==> src/rtl/lif_mon_pkg.sv <==
// lif_mon_pkg: shared widths, saturation limits and FSM states for the spike monitor
package lif_mon_pkg;
  localparam int WINDOW_LEN_DEF = 256;
  localparam int CNT_W_DEF = 8;
  localparam int ISI_W_DEF = 12;
  localparam int CNT_MAX = 2**CNT_W_DEF - 1;
  localparam int ISI_MAX = 2**ISI_W_DEF - 1;
  typedef enum logic [1:0] {IDLE = 2'd0, ARMED = 2'd1, RUNNING = 2'd2} state_e;
endpackage

==> src/rtl/spike_window_monitor_sat_counter.sv <==
// sat_counter: up-counter with synchronous clear that sticks at its all-ones maximum
module sat_counter #(
  parameter int W = 8
) (
  input  logic         clk,
  input  logic         rst,
  input  logic         clr,
  input  logic         inc,
  output logic [W-1:0] q,
  output logic         sat
);
  logic [W-1:0] q_q, q_d;
  assign q = q_q;
  assign sat = &q_q;
  // clear wins over increment; increment is ignored once at maximum
  always_comb q_d = clr ? '0 : (inc && !sat) ? q_q + 1'b1 : q_q;
  // count register
  always_ff @(posedge clk) q_q <= rst ? '0 : q_d;
endmodule

==> src/rtl/spike_window_monitor.sv <==
// spike_window_monitor: windowed spike count and inter-spike interval readout
module spike_window_monitor
  import lif_mon_pkg::*;
#(
  parameter int WINDOW_LEN = WINDOW_LEN_DEF,
  parameter int CNT_W = CNT_W_DEF,
  parameter int ISI_W = ISI_W_DEF
) (
  input  logic             clk,
  input  logic             rst,
  input  logic             en,
  input  logic             spike_in,
  output logic [CNT_W-1:0] cnt_out,
  output logic             cnt_sat,
  output logic             cnt_valid,
  output logic [ISI_W-1:0] isi_out,
  output logic             isi_sat,
  output logic             isi_valid,
  output logic             busy
);
  localparam int WIN_W = $clog2(WINDOW_LEN);
  localparam logic [WIN_W-1:0] WIN_LAST = WIN_W'(WINDOW_LEN - 1);
  state_e state_q, state_d;
  logic spike_d_q, spk, run, term, first, isi_fire;
  logic [WIN_W-1:0] win_q, win_d;
  logic have_prev_q, have_prev_d, sat_q, sat_d;
  logic [CNT_W-1:0] acc, cnt_out_q, cnt_out_d;
  logic acc_full, acc_clr, acc_inc;
  logic [ISI_W-1:0] tmr, isi_out_q, isi_out_d;
  logic tmr_full, tmr_clr, tmr_inc;
  logic cnt_sat_q, cnt_sat_d, cnt_valid_q, cnt_valid_d;
  logic isi_sat_q, isi_sat_d, isi_valid_q, isi_valid_d, busy_q, busy_d;
  assign spk = spike_in & ~spike_d_q;
  assign run = en && state_q == RUNNING;
  assign term = run && win_q == WIN_LAST;
  assign first = en && state_q == ARMED && spk;
  assign isi_fire = run && spk && have_prev_q;
  assign acc_clr = !en || term;
  assign acc_inc = en && state_q != IDLE && spk;
  assign tmr_clr = !en || spk;
  assign tmr_inc = run;
  sat_counter #(.W(CNT_W)) u_acc (
    .clk(clk), .rst(rst), .clr(acc_clr), .inc(acc_inc), .q(acc), .sat(acc_full)
  );
  sat_counter #(.W(ISI_W)) u_isi_tmr (
    .clk(clk), .rst(rst), .clr(tmr_clr), .inc(tmr_inc), .q(tmr), .sat(tmr_full)
  );
  // state transitions; dropping en always returns to IDLE
  always_comb begin
    state_d = state_q;
    if (!en) state_d = IDLE;
    else if (state_q == IDLE) state_d = ARMED;
    else if (first) state_d = RUNNING;
  end
  // window position, sticky overflow, result registers and strobes
  always_comb begin
    win_d = (!en || term) ? '0 : first ? WIN_W'(1) : run ? win_q + 1'b1 : win_q;
    have_prev_d = !en ? 1'b0 : acc_inc ? 1'b1 : have_prev_q;
    sat_d = (!en || term) ? 1'b0 : (run && spk && acc_full) ? 1'b1 : sat_q;
    cnt_out_d = term ? (acc_full ? '1 : acc + CNT_W'(spk)) : cnt_out_q;
    cnt_sat_d = term ? (sat_q | (spk & acc_full)) : cnt_sat_q;
    cnt_valid_d = term;
    isi_out_d = isi_fire ? (tmr_full ? '1 : tmr + 1'b1) : isi_out_q;
    isi_sat_d = isi_fire ? tmr_full : isi_sat_q;
    isi_valid_d = isi_fire;
    busy_d = state_d != IDLE;
  end
  // all state registers; reset overrides en and spike_in
  always_ff @(posedge clk) begin
    if (rst) begin
      state_q <= IDLE;
      spike_d_q <= 1'b0;
      win_q <= '0;
      have_prev_q <= 1'b0;
      sat_q <= 1'b0;
      cnt_out_q <= '0;
      cnt_sat_q <= 1'b0;
      cnt_valid_q <= 1'b0;
      isi_out_q <= '0;
      isi_sat_q <= 1'b0;
      isi_valid_q <= 1'b0;
      busy_q <= 1'b0;
    end else begin
      state_q <= state_d;
      spike_d_q <= spike_in;
      win_q <= win_d;
      have_prev_q <= have_prev_d;
      sat_q <= sat_d;
      cnt_out_q <= cnt_out_d;
      cnt_sat_q <= cnt_sat_d;
      cnt_valid_q <= cnt_valid_d;
      isi_out_q <= isi_out_d;
      isi_sat_q <= isi_sat_d;
      isi_valid_q <= isi_valid_d;
      busy_q <= busy_d;
    end
  end
  assign cnt_out = cnt_out_q;
  assign cnt_sat = cnt_sat_q;
  assign cnt_valid = cnt_valid_q;
  assign isi_out = isi_out_q;
  assign isi_sat = isi_sat_q;
  assign isi_valid = isi_valid_q;
  assign busy = busy_q;
endmodule

==> config.mk <==
export PLATFORM = sky130hd
export DESIGN_NAME = spike_window_monitor
export DESIGN_NICKNAME = d
export VERILOG_FILES = /design/src/rtl/lif_mon_pkg.sv /design/src/rtl/spike_window_monitor_sat_counter.sv /design/src/rtl/spike_window_monitor.sv
export SDC_FILE = /design/constraint.sdc
export NUM_CORES = 1
export LEC_CHECK = 0
export CORE_UTILIZATION = 38
export CTS_CLUSTER_DIAMETER = 50
export CTS_CLUSTER_SIZE = 8
export DETAILED_ROUTE_END_ITERATION = 8
export DONT_BUFFER_PORTS = 1
export SYNTH_ARGS = -nofsm -noshare
export SYNTH_HDL_FRONTEND = slang
export SYNTH_HIERARCHICAL = 1
export SYNTH_SLANG_ARGS = --single-unit
==> constraint.sdc <==
create_clock -name clk -period 1.8 [get_ports clk]
set_input_delay 0.18 -clock clk [delete_from_list [all_inputs] [get_ports clk]]
set_output_delay 0.18 -clock clk [all_outputs]
set_load 0.01 [all_outputs]
After elaboration in Yosys (flattened, before gate mapping). Index checks and enable logic that the tools add are counted.

Flip-flop bits (word level): 58. Input port bits: 4. Output and inout bits: 25. Word-level logic and storage cells: 60.

Add/sub/neg operators: 4. Eq/ne operators: 3. Muxes and demuxes: 7. Bitwise operators: 5. Reductions and logical operators: 26.

Operators by type and width (count): adder 8 x 1 -> 8 bit (second input constant) (2); adder 12 x 1 -> 12 bit (second input constant) (1); two-way mux 12 bit (1); AND reduction 12 bit (1); logical AND 1 bit (11); adder 8 x 1 -> 8 bit (1); == test 8 bit (second input constant) (1); two-way mux 8 bit (1); AND reduction 8 bit (1); two-way mux 2 bit (3); nonzero test 2 bit (3); OR reduction 2 bit (3); logical NOT 1 bit (3); OR reduction 3 bit (1); AND 1 bit (2); == test 2 x 1 -> 1 bit (second input constant) (1); == test 2 bit (second input constant) (1); logical NOT 2 bit (1); logical OR 1 bit (2); two-way mux 1 bit (2); inverter 1 bit (2); bitwise OR 1 bit (1).

Depth between registers and ports, before layout. Gate-level depths: netlist of the first run.

Depth in word-level cells: 7. Gate-level depth with buffers: 8.

Cells and area by module. Netlist of the first run, hierarchy kept.

Modules (own cells, without submodules): spike_window_monitor (instances 1, cells each 197, area each 1730.4 um2, seq. area each 760.7 um2); sat_counter at u_isi_tmr (instances 1, cells each 73, area each 618.1 um2, seq. area each 240.2 um2); sat_counter at u_acc (instances 1, cells each 45, area each 425.4 um2, seq. area each 160.2 um2).

Least setup slack after synthesis of the first run. OpenSTA, ideal clock, no wires.

Kind: reg2reg. Start point: reg win_q[0]. End point: reg u_acc.q_q[6], in the netlist u_acc/q[6]. Library setup time: 0.115 ns. Arrival time: 1.631 ns. Path slack: 0.054 ns. Stages on the path, launching flop included: 8. Path buffers: 1. Clock period less this slack: 1.746 ns. Cells stage by stage: dfxtp_1 -> ha_1 -> nand2_1 -> or4_1 -> buf_6 -> nand2_1 -> nor2_1 -> and3_1.

Longest elaborated chain between the ends: 4.

Ends and longest elaborated chain: from (decl) (RTL line spike_window_monitor.sv:25) `logic [WIN_W-1:0] win_q, win_d;`; from (signal assigned) (RTL line spike_window_monitor.sv:86) `win_q <= win_d;`; == test 8 bit (RTL line spike_window_monitor.sv:35) `assign term = run && win_q == WIN_LAST;`; logical AND 1 bit (RTL line spike_window_monitor.sv:35); logical OR 1 bit (RTL line spike_window_monitor.sv:38) `assign acc_clr = !en || term;`; named net acc_clr (RTL line spike_window_monitor.sv:28) `logic acc_full, acc_clr, acc_inc;`; OR reduction 2 bit (no line); to (signal assigned) (RTL line spike_window_monitor_sat_counter.sv:18) `always_ff @(posedge clk) q_q <= rst ? '0 : q_d;`; to (decl) (RTL line spike_window_monitor_sat_counter.sv:12) `logic [W-1:0] q_q, q_d;`.

The timed path passes the listed nets, and every way through them passes these cells. A chain may end at the register's enable or synchronous reset.

Worst setup path in the final report of the first run.
Start point: reg win_q[1]. End point: reg u_acc.q_q[1], in the netlist u_acc/q[1].

The elaborated chain is that of the path after synthesis.

==> metrics, run 1 <==
status=finished, final reports clean; grt met2 use=roughly a quarter; TritonCTS clock tree=done; maximum clock frequency=roughly 600 MHz; worst hold path class=primary input to flop; switching share of power=between 20% and 30%; number of buffers added by the clock tree synthesis step=9; wire length of the first global-routing pass=10.3 mm; cell-by-cell trace of the critical path=ha_2, nand2_1, or4_4, nand2_1, nor2_1, nand2_1, mux2i_1; Max Buffers Root-to-Sink=2; gpl congestion=0.810; area of all placed cells without fillers=about 3300 sq um; drt wl/cell=about 14 um; die area=around 7600 sq um; clk_lat worst skew=0.34 ns; io pins=29; multi-input logic area=1560 sq um; part of the total power dissipated in sequential elements=a little over half; type of element launching the critical path=flop; data required time of the worst path=around 2 ns; clock root buffer=sky130_fd_sc_hd__clkbuf_8; initial core utilization=about 40%; cell count of the worst reg-to-reg path=7; Gate Count Post-Synth=315; CTS H-tree depth=3; top cells by area in the synthesized netlist=sky130_fd_sc_hd__dfxtp_1 42%, sky130_fd_sc_hd__nor2_1 5.8%, sky130_fd_sc_hd__xnor2_1 4.4%, sky130_fd_sc_hd__a211oi_1 4.3%, sky130_fd_sc_hd__xor2_1 3.5%; Chip Width=87.4 um; Critical Path Start=win_q[1]; VDD IR-drop max=roughly 0.32 mV; combinational cell fraction of total power=2.5%; detailed-route wire length=between 6 and 7 mm; part of the Yosys area used for sequential elements=41.9%; area share of the largest cell type after synthesis=41.9%; total of buffers placed on input and output ports=0; initial antenna violation count=0; Area growth, synth to finish=17.6%; total of flip-flops plus latches after synthesis=58; post-CTS setup buffers=0; area of placed instances=approximately 3000 sq um; Residual DRC=0; number of hold violations in the final report=0; mean area per synthesized cell=slightly below 9 sq um; clock-pin slew reported for the worst setup and hold paths after clock tree synthesis=approximately 0.06 ns; Int Power=~1900 uW; pin slew with the least headroom to its limit=1.00 ns; number of setup violations in the final report=0; leakage power=0.00115 uW; highest net fanout along the worst path=7; total of warnings raised by yosys=6; n_diodes=0; setup skew after layout=roughly 0.0095 ns; Setup crit end=u_acc/q[1]; global-route met3 utilization=between 6 and 7%; Register-to-Register Setup Slack=0.09 ns; number of nets with antenna violations after detailed routing=0; max cap viols=0; final cycle utilization of the critical path=around 95%; post-route minimum period=approximately 1.7 ns; Layout Cells excl Fill=about 440; core region area=approximately 6900 sq um; count of vias placed by the detailed router=around 2.3k; PwrDens=approximately 740 nW/um^2; vias in the first global route=2,174; area of the mapped netlist=2770 sq um; Layout fillers=between 600 and 700; startpoint of the worst register-to-register path=win_q[1]; number of unique standard cell types used by synthesis=52; mean number of vias per cell=about 5.3; share of cells above drive strength 1=17.8%; Data arrival, critical path=around 1.9 ns; global router's overall resource usage=between 10% and 20%; Synth area leader=sky130_fd_sc_hd__dfxtp_1; maximum number of pins on one net before global-route repair=28; Initial DRC Count=93; DP Wirelength=around 4.4 mm; CP max-delay cell=sky130_fd_sc_hd__or4_4; crit-path most repeated cell=sky130_fd_sc_hd__nand2_1; floorplan die height=just under 90 um; number of optimization iterations in the first detailed-route pass=4; cell total after placement=between 400 and 500; Final Max Slew Viols=0; post-route core utilization=47.2%; # rows=30; global route overflow=0; flip-flop and latch area=around 1200 sq um; Worst Setup End Kind=flop; Slew Limit Headroom=about a third; Final Net Count=353; Switch Pwr=about 530 uW; number of nets produced by synthesis=approximately 320; crit-path max cell delay=0.49 ns; fraction of met1 tracks used by global routing=a little under a quarter; proportion of power drawn by the clock network=between 40 and 50%; clock sink count=58; Critical Setup Path Class=flop to flop; busiest grt layer=met2; capture point of the worst reg-to-reg path=u_acc/q[1]
## synth_stat cells (all sizes together)
library cell  count
nand3            17
o21a              1
buf               5
dfxtp            58
and4b             1
a311oi            2
a21boi            1
nand4b            2
nor2             44
o31ai             2
or2b              1
a31oi             4
and4              4
xor2             11
clkbuf            4
nand4             8
mux2i             4
a41o              1
nand2            23
inv              10
ha                5
nand2b            2
o41ai             1
nor4              3
or2               1
nor2b             6
nor3             17
o21bai            1
a31o              1
a21oi            11
or3               5
and2              3
nand3b            1
or4               5
xnor2            14
a211oi           18
and3              9
o21ai             4
o311a             1
o211a             3
a2111oi           1
## power groups by stage
stage / logic [uW] / clock network (uW) / registers (uW)
finish: 59.5 / 1050 / 1290
detailed placement: 46.4 / 0 / 1320
floorplan: 37.7 / 0 / 1320
global route: 65.9 / 1150 / 1290
CTS: 58.9 / 1080 / 1290
global placement: 45.9 / 0 / 1320
## per-stage QoR
step                      setup slack [ns]  hold WS, ns  setup TNS (ns)  power (uW)
after floorplan                     0.0537        0.249               0        1360
after global placement              0.0737        0.254               0        1370
after detailed placement            0.0612        0.255               0        1370
after CTS                           0.0142      0.00297               0        2430
after global routing              -0.00247      0.00888        -0.00247        2510
final                               0.0875       0.0109               0        2400
## per-layer routing
layer	vias to the layer above	wire (um)
li1	1200	-
met1	1095	3040
met2	41	2680
met3	7	303
met4	0	76
met5	-	0
## critical path, delay by kind of cell, from the launching register on
kind / cells / cell delay (ns)
adders and majority gates: 1 / 0.20
DFF: 1 / 0.35
muxes: 1 / 0.07
and+or+nand+nor: 5 / 0.95
## kinds of logic (layout without fill, tap and decap cells)
logic type               after synthesis  count (layout)  share of synthesized area [%]
AO/OA/AOI/OAI                         52              52                           13.8
XOR/XNOR                              25              25                           7.89
adder cells (fa/ha/maj)                5               5                           2.26
buffers and inverters                 19              52                           3.29
flip-flops                            58              58                           41.9
multiplexers                           4               4                           1.44
AND/OR/NAND/NOR                      152             152                           29.5
## area by class of cell
class,count,share of cell area [%]
clock buffer,12,4.76
inverter,10,1.23
sequential,58,35.6
tap,96,3.68
clock inverter,3,0.460
multi-input combinational,238,47.8
timing repair buffer,27,6.48
## how the worst min path moves through the flow
stage | cells after the start | end | slack [ns] | start
detailed placement | 1 | u_acc/q[3] | 0.25 | rst
floorplan | 1 | u_acc/q[3] | 0.25 | rst
global route | 1 | busy | 0.009 | rst
CTS | 1 | busy | 0.003 | rst
finish | 1 | busy | 0.01 | rst
global placement | 1 | u_acc/q[3] | 0.25 | rst
## registers in the layout, indices dropped and copies added (netlist names)
signal / flops
busy: 1
cnt_out: 8
cnt_sat: 1
cnt_valid: 1
have_prev_q: 1
isi_out: 12
isi_sat: 1
isi_valid: 1
sat_q: 1
spike_d_q: 1
state_q: 2
u_acc/q: 8
u_isi_tmr/q: 12
win_q: 8
## what timing repair did
item                                    in CTS  in global routing
resized for setup                            0                 10
endpoints found under the hold margin       27                  0
endpoints found under the setup margin       0                 26
hold buffers                                 2                  0
## placed cells by master, fill, tap and decap left out, types with 5 or more instances in the layout
master                     synthesis  routed
sky130_fd_sc_hd__a211oi_1         16      16
sky130_fd_sc_hd__xor2_1           11      11
sky130_fd_sc_hd__clkbuf_8          0      11
sky130_fd_sc_hd__a21oi_1          11      11
sky130_fd_sc_hd__nor2b_1           6       6
sky130_fd_sc_hd__inv_1             9       9
sky130_fd_sc_hd__nor3_1           17      14
sky130_fd_sc_hd__buf_4             1      24
sky130_fd_sc_hd__and3_1            6       6
sky130_fd_sc_hd__nand4_1           7       7
sky130_fd_sc_hd__nand3_1          16      15
sky130_fd_sc_hd__or3_1             5       5
sky130_fd_sc_hd__nand2_1          23      23
sky130_fd_sc_hd__nor2_1           43      42
sky130_fd_sc_hd__xnor2_1          14      14
sky130_fd_sc_hd__dfxtp_1          58      58
Power figures use the tool's default switching activity.
==> run 2, diff against run 1 <==
- CAP_MARGIN: default -> 25
- SYNTH_HIERARCHICAL: 1 -> default
==> metrics, run 2 <==
Initial DRC Count=77; final cycle utilization of the critical path=95.4%; number of nets with antenna violations after detailed routing=0; area of placed instances=2940 sq um; flip-flop and latch area=~1200 sq um; Switch Pwr=534 uW; io pins=29; hold path start=en; wire length of the first global-routing pass=about 10 mm; count of vias placed by the detailed router=roughly 2.3k; number of buffers added by the clock tree synthesis step=9; Slew Limit Headroom=about 37%; ys flop type=sky130_fd_sc_hd__dfxtp_1; initial core utilization=roughly 40%; part of the total power dissipated in sequential elements=between 50% and 60%; multi-input logic area=roughly 1400 sq um; post-synthesis mux area share=less than 1%; Layout Cells excl Fill=between 400 and 500; Chip Width=between 80 and 90 um; largest family of logic cells by synthesized area=simple AND/OR/NAND/NOR gates; worst hold path class=primary input to flop; cell count of the worst reg-to-reg path=4; top cells by area in the synthesized netlist=sky130_fd_sc_hd__dfxtp_1 43%, sky130_fd_sc_hd__nor2_1 6.2%, sky130_fd_sc_hd__a211oi_1 5.5%, sky130_fd_sc_hd__xnor2_1 4.9%, sky130_fd_sc_hd__a21oi_1 3.5%; proportion of power drawn by the clock network=roughly 45%; Worst Setup End Kind=flop; crit-path max cell delay=0.49 ns; post-route core utilization=a little under half; setup repair after global routing missed its margin=no; Total Negative Setup Slacks=0 ns; die area=roughly 7500 sq um; TritonCTS clock tree=done; combinational cell fraction of total power=under 10%; number of setup violations in the final report=0; Final Max Slew Viols=0; count of flip-flops with a built-in enable after synthesis=0; global route overflow=0; CP max-delay cell=sky130_fd_sc_hd__or4_4; setup skew after layout=0.00992 ns; Synth area leader=sky130_fd_sc_hd__dfxtp_1; maximum number of pins on one net before global-route repair=27; Data arrival, critical path=around 2.0 ns; n_diodes=0; share of cells above drive strength 1=between 10% and 20%; number of optimization iterations in the first detailed-route pass=4; drt wl/cell=about 14 um; clk_lat worst skew=0.35 ns; total of buffers placed on input and output ports=0; part of the Yosys area used for sequential elements=between 40% and 50%; global router's overall resource usage=~18%; Critical Setup Path Class=flop to flop; number of nets produced by synthesis=approximately 320; gpl congestion=a little under 0.9; highest net fanout along the worst path=9; Register-to-Register Setup Slack=between 0.08 and 0.09 ns; share of the synthesized netlist area taken by xor and xnor gates=~7.1%; clock sink count=between 50 and 60; VDD IR-drop max=a little over 0.5 mV; Residual DRC=0; clock root buffer=sky130_fd_sc_hd__clkbuf_8; max cap viols=0; Layout fillers=around 690; cell depth of the worst min-delay path=2; Int Power=around 1900 uW; mean number of vias per cell=5.32; capture point of the worst reg-to-reg path=u_acc.q[7]; PwrDens=about 770 nW/um^2; data required time of the worst path=roughly 2.1 ns; leading cell type in the layout, fill and taps excluded=sky130_fd_sc_hd__dfxtp_1; maximum clock frequency=583 MHz; vias in the first global route=approximately 2.2k; clock-pin slew reported for the worst setup and hold paths after clock tree synthesis=approximately 0.07 ns; leakage power=between 0.001 and 0.0015 uW; pin slew with the least headroom to its limit=between 0.9 and 1 ns; area of the mapped netlist=between 2000 and 3000 sq um; mean area per synthesized cell=approximately 8.6 sq um; top-count cell post-synth=sky130_fd_sc_hd__dfxtp_1; area share of the largest cell type after synthesis=around 43%; Max Buffers Root-to-Sink=2; initial antenna violation count=0; cell total after placement=415; post-synthesis adder-cell area fraction=about 1.8%; number of unique standard cell types used by synthesis=51; number of hold violations in the final report=0; most used standard cells in the synthesized netlist=58 x sky130_fd_sc_hd__dfxtp_1, 45 x sky130_fd_sc_hd__nor2_1, 20 x sky130_fd_sc_hd__a211oi_1; Synth async-reset ratio=0%; core region area=approximately 6800 sq um; Gate Count Post-Synth=around 320; total of warnings raised by yosys=0; area of all placed cells without fillers=around 3200 sq um; floorplan die height=86.4 um; switching share of power=roughly 22%; commonest cells after routing, fill and taps aside=56 x sky130_fd_sc_hd__dfxtp_1, 45 x sky130_fd_sc_hd__nor2_1, 26 x sky130_fd_sc_hd__buf_4; Area growth, synth to finish=17.1%; Final Net Count=~340; CTS H-tree depth=3; DP Wirelength=around 4.5 mm; detailed-route wire length=around 6.3 mm; Worst Hold Path EP=state_q[1]; post-route minimum period=1.72 ns; basic-gate share of the synthesized area counting and, or, nand and nor cells=~27%; area fraction in compound gates after synthesis=15.4%; cell-by-cell trace of the critical path=o21ai_2, or3_4, or4_4, a21oi_2; status=finished, final reports clean; type of element launching the critical path=flop; total of flip-flops plus latches after synthesis=58; # rows=30; startpoint of the worst register-to-register path=state_q[1]
==> run 2: cell count changes after synthesis, moves of 4 or more <==
cell	before	now
sky130_fd_sc_hd__nand3_1	16	9
sky130_fd_sc_hd__xor2_1	11	7
sky130_fd_sc_hd__nand2_1	23	12
sky130_fd_sc_hd__o31ai_1	2	6
sky130_fd_sc_hd__a211oi_1	16	20
sky130_fd_sc_hd__clkbuf_1	4	10
sky130_fd_sc_hd__a21oi_1	11	19
sky130_fd_sc_hd__buf_2	1	9
==> run 2: per-stage QoR <==
| step | hold WS [ns] | setup WS (ns) | power [uW] |
|---|---|---|---|
| after global placement | 0.254 | 0.0563 | 1370 |
| after global routing | 0.0605 | 0.00236 | 2550 |
| final | 0.0692 | 0.0835 | 2450 |
| after detailed placement | 0.256 | 0.00971 | 1370 |
| after CTS | -0.111 | 0.000285 | 2480 |
| after floorplan | 0.308 | 0.126 | 1360 |
==> run 2: power groups by stage <==
stage          Combinational, uW  Sequential, uW  Clock, uW
5_1_grt                     66.3            1300       1190
6_report                    60.6            1300       1100
3_5_place_dp                47.0            1320          0
2_1_floorplan               40.8            1320          0
4_1_cts                     50.4            1300       1130
3_3_place_gp                46.4            1320          0
==> run 2: timing repair <==
item,CTS,global route
gates resized for setup,0,5
endpoints found under the setup margin,0,35
hold buffers,2,1
buffers inserted,0,1
hold endpoints to repair,26,24
==> run 2: how the worst max path moves through the flow <==
stage,from,to,slack [ns],cells past startpoint
after floorplan,win_q[0],cnt_out[6],0.13,6
after global routing,u_isi_tmr.q[1],isi_out[8],0.002,6
final,state_q[1],u_acc.q[7],0.08,4
after detailed placement,win_q[1],sat_q,0.01,5
after global placement,win_q[1],u_acc.q[2],0.06,5
after CTS,win_q[1],sat_q,0.0003,5
==> run 2: final cells by class <==
cell class | instances | area share (%)
clock inverter | 2 | 0.316
sequential | 58 | 36.7
clock buffer | 14 | 5.44
inverter | 8 | 0.947
timing repair buffer | 30 | 7.73
multi-input combinational | 227 | 45.1
tap | 96 | 3.79
==> run 2: critical path: cells and delay by family, from the launching register on <==
kind	cells	cell delay (ns)
DFF	1	0.48
AOI/OAI and AO/OA	2	0.27
and+or+nand+nor	2	0.90
==> run 2: cells by family (layout without fill, tap and decap cells) <==
family | after synthesis | in the layout
flops | 58 | 58
fa+ha+maj | 4 | 4
compound gates | 63 | 63
mux | 2 | 2
xor+xnor | 22 | 22
simple gates | 136 | 136
buf+inv | 30 | 54
==> run 2: routing by layer <==
layer	GRT usage, %	up-vias	wire length [um]
met5	0	-	0
met4	6.52	0	70
met3	7.90	9	356
met2	28.7	49	2960
met1	22.2	1088	2910
li1	-	1168	-
==> run 3, diff against run 2 <==
- CTS_CLUSTER_SIZE: 8 -> 16
- DONT_BUFFER_PORTS: 1 -> default
==> metrics, run 3 (synthesized netlist as in run 2, its figures left out) <==
status=finished, final reports clean; Register-to-Register Setup Slack=roughly 0.093 ns; number of setup violations in the final report=0; Final Max Slew Viols=0; clock sink count=between 50 and 60; gpl congestion=between 0.8 and 0.9; worst slack after detailed placement=-0.151 ns; initial core utilization=approximately two fifths; final cycle utilization of the critical path=a little over nine tenths; core region area=slightly below 7000 sq um; # rows=30; n_diodes=0; Area growth, synth to finish=29.8%; highest net fanout along the worst path=10; type of element launching the critical path=flop; initial antenna violation count=0; cell count of the worst reg-to-reg path=6; number of hold violations in the final report=0; leading cell type in the layout, fill and taps excluded=sky130_fd_sc_hd__dfxtp_1; area of placed instances=between 3000 and 4000 sq um; commonest cells after routing, fill and taps aside=57 x sky130_fd_sc_hd__dfxtp_1, 44 x sky130_fd_sc_hd__nor2_1, 40 x sky130_fd_sc_hd__buf_4; cell depth of the worst min-delay path=2; Worst Setup End Kind=flop; maximum clock frequency=slightly below 600 MHz; clk_lat worst skew=between 0.3 and 0.4 ns; setup skew after layout=0.00602 ns; leakage power=0.00117 uW; mean number of vias per cell=5.18; Layout fillers=694; PwrDens=roughly 690 nW/um^2; Initial DRC Count=133; post-route minimum period=between 1.5 and 2 ns; area of all placed cells without fillers=3510 sq um; setup repair after global routing missed its margin=yes; VDD IR-drop max=~0.47 mV; share of cells above drive strength 1=roughly a fifth; die area=roughly 7500 sq um; clock root buffer=sky130_fd_sc_hd__clkbuf_8; io pins=29; drt wl/cell=~13 um; Residual DRC=0; Critical Setup Path Class=flop to flop; combined buffer and inverter count along the critical path=1; count of vias placed by the detailed router=about 2.5k; TritonCTS clock tree=done; Final Net Count=about 380; floorplan die height=between 80 and 90 um; total design power=2430 uW; Chip Width=86.4 um; Total Negative Setup Slacks=0 ns; number of nets with antenna violations after detailed routing=0; Slew Limit Headroom=75.2%; clock-pin slew reported for the worst setup and hold paths after clock tree synthesis=about 0.06 ns; CTS H-tree depth=3; DP Wirelength=around 4.6 mm; worst hold path class=flop to flop; cell count along the critical path=6; max cap viols=0; post-layout worst setup margin=0.0927 ns; cell-by-cell trace of the critical path=ha_2, nand4b_1, or4_1, buf_4, nand2_2, a211oi_1; flip-flop and latch area=1160 sq um; maximum number of pins on one net before global-route repair=26; vias in the first global route=approximately 2.2k; cell type group with the largest total delay on the critical path=simple AND/OR/NAND/NOR gates; Max Buffers Root-to-Sink=2; Data arrival, critical path=approximately 1.9 ns; pin slew with the least headroom to its limit=roughly 0.37 ns; number of optimization iterations in the first detailed-route pass=4; multi-input logic area=approximately 1400 sq um; wire length of the first global-routing pass=roughly 10 mm; global router's overall resource usage=~18%; CP max-delay cell=sky130_fd_sc_hd__or4_1; data required time of the worst path=around 2.0 ns; total of buffers placed on input and output ports=28; global route overflow=0; number of buffers added by the clock tree synthesis step=9; detailed-route wire length=between 6 and 7 mm; crit-path max cell delay=0.41 ns
-- run 3: layout make-up --
class | count | share of cell area (%)
Timing Repair Buffer | 69 | 17.1
Clock buffer | 12 | 4.41
Tap cell | 96 | 3.42
Multi-Input combinational cell | 227 | 40.7
Clock inverter | 3 | 0.427
Inverter | 8 | 0.854
Sequential cell | 58 | 33.1
-- run 3: path summary, 6_finish.rpt --
kind,start,to
worst max-delay path,win_q[0],u_acc.q[2]
worst min-delay path,isi_out[6],isi_out[6]
worst max register to register,win_q[0],u_acc.q[2]
worst min register to register,isi_out[6],isi_out[6]
-- run 3: what timing repair did --
action                                  4_1_cts  5_1_grt
setup buffers                                 0        1
endpoints found under the setup margin        0       29
resized for setup                             0        5
hold buffers                                  0        0
-- run 3: metal layers --
metal  share of wire, %  track usage, %
met1                 49            22.6
met3                3.5            6.00
met2                 47            29.9
met4                1.1            5.61
met5                  0               0
-- run 3: worst register-to-register path, delay by kind of cell, from the launching register on --
| family | cells | cell delay, ns |
|---|---|---|
| and+or+nand+nor | 3 | 0.75 |
| DFF | 1 | 0.35 |
| buffers and inverters | 1 | 0.19 |
| AOI/OAI and AO/OA | 1 | 0.09 |
| adders and majority gates | 1 | 0.21 |
-- run 3: report_power, final --
part / switching (uW) / leakage (uW) / internal (uW)
clock: 492 / 0.0000920 / 559
combinational: 44.8 / 0.000613 / 36.9
sequential: 6.49 / 0.000468 / 1290
-- run 3: metrics by stage --
step	cells	util, %	hold slack, ns
detailed placement	457	48.6	0.465
global placement	457	48.6	0.450
CTS	472	51.1	0.472
finish	473	51.4	0.473
floorplan	315	-	0.308
global route	473	51.4	0.490
